## src/rtl/mux_n_scan.sv

```systemverilog
// Registered N:1 channel multiplexer with manual select and round-robin scan.
// dout and cur_ch are always updated together, so the tag matches the data.
module mux_n_scan #(
  parameter int WIDTH = 8,
  parameter int N_CH  = 4,
  parameter int DWELL = 3,
  localparam int SEL_W = $clog2(N_CH)
) (
  input  logic                  clk,
  input  logic                  rst_n,
  input  logic [N_CH*WIDTH-1:0] din,
  input  logic [SEL_W-1:0]      sel,
  input  logic                  mode,
  input  logic                  hold,
  output logic [WIDTH-1:0]      dout,
  output logic [SEL_W-1:0]      cur_ch,
  output logic                  dout_vld,
  output logic                  wrap
);

  localparam int DW_W = $clog2(DWELL + 1);
  localparam logic [SEL_W:0]   N_CH_X  = (SEL_W + 1)'(N_CH);
  localparam logic [SEL_W-1:0] LAST_CH = SEL_W'(N_CH - 1);
  localparam logic [DW_W-1:0]  DW_LAST = DW_W'(DWELL - 1);

  logic [WIDTH-1:0] ch_data [N_CH];
  logic [SEL_W-1:0] ch_reg, ch_next;
  logic [DW_W-1:0]  dwell_reg, dwell_next;
  logic             wrap_next;

  generate
    for (genvar gi = 0; gi < N_CH; gi++) begin : g_unpack
      assign ch_data[gi] = din[gi*WIDTH +: WIDTH];
    end
  endgenerate

  always_comb begin
    ch_next    = ch_reg;
    dwell_next = '0;
    wrap_next  = 1'b0;
    if (!mode) begin
      // Out-of-range selects keep the previously shown channel.
      if ({1'b0, sel} < N_CH_X) ch_next = sel;
    end else if (hold) begin
      dwell_next = dwell_reg;
    end else if (dwell_reg == DW_LAST) begin
      ch_next   = (ch_reg == LAST_CH) ? '0 : ch_reg + 1'b1;
      wrap_next = (ch_reg == LAST_CH);
    end else begin
      dwell_next = dwell_reg + 1'b1;
    end
  end

  always_ff @(posedge clk or negedge rst_n) begin
    if (!rst_n) begin
      ch_reg    <= '0;
      dwell_reg <= '0;
      dout      <= '0;
      dout_vld  <= 1'b0;
      wrap      <= 1'b0;
    end else begin
      ch_reg    <= ch_next;
      dwell_reg <= dwell_next;
      dout      <= ch_data[ch_next];
      dout_vld  <= 1'b1;
      wrap      <= wrap_next;
    end
  end

  assign cur_ch = ch_reg;

endmodule
```

## config.mk

```make
export PLATFORM = sky130hd
export DESIGN_NAME = mux_n_scan
export DESIGN_NICKNAME = d
export VERILOG_FILES = /design/src/rtl/mux_n_scan.sv
export SDC_FILE = /design/constraint.sdc
export NUM_CORES = 1
export LEC_CHECK = 0
export ABC_AREA = 1
export BUFFER_PORTS_ARGS = -buffer_cell sky130_fd_sc_hd__buf_2
export CAP_MARGIN = 15
export CORE_ASPECT_RATIO = 1.4
export CORE_MARGIN = 1
export CORE_UTILIZATION = 51
export CTS_BUF_LIST = sky130_fd_sc_hd__clkbuf_4 sky130_fd_sc_hd__clkbuf_8
export CTS_CLUSTER_SIZE = 30
export DETAILED_ROUTE_END_ITERATION = 10
export PLACE_DENSITY = 0.87
export SLEW_MARGIN = 5
export SYNTH_ARGS = -nofsm -noshare
export SYNTH_HDL_FRONTEND = slang
export SYNTH_SLANG_ARGS = --single-unit
```

## constraint.sdc

```tcl
create_clock -name clk -period 4.3 [get_ports clk]
set_input_delay 0.43 -clock clk [delete_from_list [all_inputs] [get_ports clk]]
set_output_delay 0.43 -clock clk [all_outputs]
set_load 0.01 [all_outputs]
```

==> out/results.tsv <==
metric	value	unit
DPL Wire Length	1.72	mm
Setup WS post-layout	2.72	ns
layout filler cell count	164	
Async SR Flop Fraction	1.00	
Worst-Skew Late Latency	0.27	ns
Buf/Inv on CP	0	
layout cells sized above 1	0.422	
post-route minimum period	1.58	ns
input/output buffers	49	
CTS root buf	clkbuf_4	
Remaining Overflow, GRT	0	
WP data required	4.50	ns
initial DRC count	18	
r2r setup slk	2.72	ns
GRT Overall Usage	0.198	
Worst R2R Path Depth	8	
htree depth	1	
post-synthesis instance area	1020	um2
Avg WL per Cell	9.69	um
largest net degree at the start of global routing	18	
crit path DAT	1.78	ns
Yosys cell types	23	
worst min path class	primary input to async pin	
post-CTS setup buffers	0	
Top Family by Delay on Critical Path	simple AND/OR/NAND/NOR gates	
vias in the first global route	819	
initial antenna violation count	0	
Clock Path Buffers	2	
Setup crit end kind	flip-flop	
Max Slew Vio Count	0	
most common library cell in the layout ignoring fill and taps	buf_2	
die footprint	2200	um2
maxcap violations	0	
final core utilization	0.701	
Largest register FFs	8	
Relative slew margins	0.556	
# IOs	50	
YS warnings	0	
Placer Congestion	0.760	
DR vias/cell	4.83	
EDFF count, synth	0	
syn avg cell area	7.53	um2
worst r2r src	cur_ch[0]$_DFF_PN0_	
register area share after synthesis	0.342	
TritonRoute pass-1 iters	4	
Pwr Density	286	nW/um2
cell breakdown of the critical path	ha_1 -> nor2_1 -> nand3_2 -> nand3_4 -> nand2_8 -> nand2_2 -> nand3_1 -> nand2_1	
crit-path max cell delay	0.43	ns
Area growth, synth to finish	24.8	%
Clock Skew	0.00435	ns
WL final	1.99	mm
DRC viols	0	
actual slew at the worst max-slew pin	0.666	ns
Worst VDD drop	127	uV
Via Count	991	
DIE WIDTH	39.9	um
status	finished clean	
Worst-path clk slew	0.08	ns
critical path launch point type	flip-flop	
Fin Setup TNS	0	ns
Post-Syn Nets	175	
Tot Pwr	366	uW
Std-Cell Rows	18	
Fmax	634	MHz
CTS tree	yes	
final instance area	1280	um2
Max stage delay cell, worst path	dfrtp_1	
CTS sink cnt	14	
Die Ht	55.0	um
CTS Buf Count	3	
leakage power	0.000797	uW
Hold Vio Cnt, Final	0	
flops & latches, synth	14	
antenna cells	0	
RSZ-0062 raised after global routing	false	
CP Launch Point	cur_ch[0]$_DFF_PN0_	
critical path type	flip-flop to flip-flop	
worst r2r dst	dout[2]$_DFF_PN0_	
crit path max fanout	17	
Final nets	225	
Initial Util	0.562	
antenna viol nets, final	0	
ys flop type	dfrtp_1	
Tcrit/Tclk final	0.367	
placed cell area	1240	um2
Post-Synthesis Cells	136	
CTS hold repair buffers	0	
Final setup viols	0	
core area	1820	um2
first-pass GRT wire length	3.08	mm
pre-CTS setup slack	2.59	ns
commonest cells after routing, fill and taps aside	buf_2, inv_1, nand3_1	
CTS resizes	0	
[cell families (layout without fill, tap and decap cells)]
logic type,after synthesis,in the layout,synth area share
AOI/OAI and AO/OA,2,2,0.0269
buffers and inverters,43,92,0.194
xor gates and xnor gates,1,1,0.00855
and+or+nand+nor,74,74,0.413
other,1,1,0.00366
DFF,14,14,0.342
adders and majority gates,1,1,0.0122
[stage by stage]
stage               hold WS (ns)  std cells
CTS                       0.0336        205
global route              0.0403        205
global placement           0.322        201
detailed placement         0.332        201
floorplan                  0.134        136
finish                    0.0335        205
[power breakdown]
part	internal, uW	total [uW]	leakage, uW	switching [uW]
Combinational	50.3	121	0.000607	70.7
Clock	51.4	89.5	0.0000210	38.1
Sequential	148	155	0.000169	6.87
Total	250	366	0.000797	116
[layer usage]
metal	up-vias	wire, um	track usage
li1	504	-	-
met5	-	0	0
met2	49	1060	0.379
met4	0	0	0.0690
met3	0	151	0.0240
met1	438	773	0.210
[worst max-delay path by stage]
stage,to,cells past startpoint
2_1_floorplan,dout[4]$_DFF_PN0_,8
3_3_place_gp,dout[0]$_DFF_PN0_,6
3_5_place_dp,dout[0]$_DFF_PN0_,6
4_1_cts,dout[0]$_DFF_PN0_,8
5_1_grt,dout[0]$_DFF_PN0_,8
6_report,dout[2]$_DFF_PN0_,8
[cell usage after synthesis, types with 3 or more instances]
library cell	number	area share
dfrtp_1	14	0.34
inv_1	36	0.13
inv_2	3	0.011
nand2_1	17	0.062
nand2_2	11	0.067
nand3_1	31	0.15
nand3_2	3	0.029
nor2_1	3	0.011
nor2_2	4	0.024
[area by class of cell]
class,count,area [um2],area share
Multi-Input combinational cell,79,475,0.372
Sequential cell,14,350,0.274
Timing Repair Buffer,49,245,0.192
Inverter,39,146,0.114
Clock buffer,4,36.3,0.0284
Tap cell,20,25.0,0.0196
Note: power is estimated with default switching activity, not from simulation.
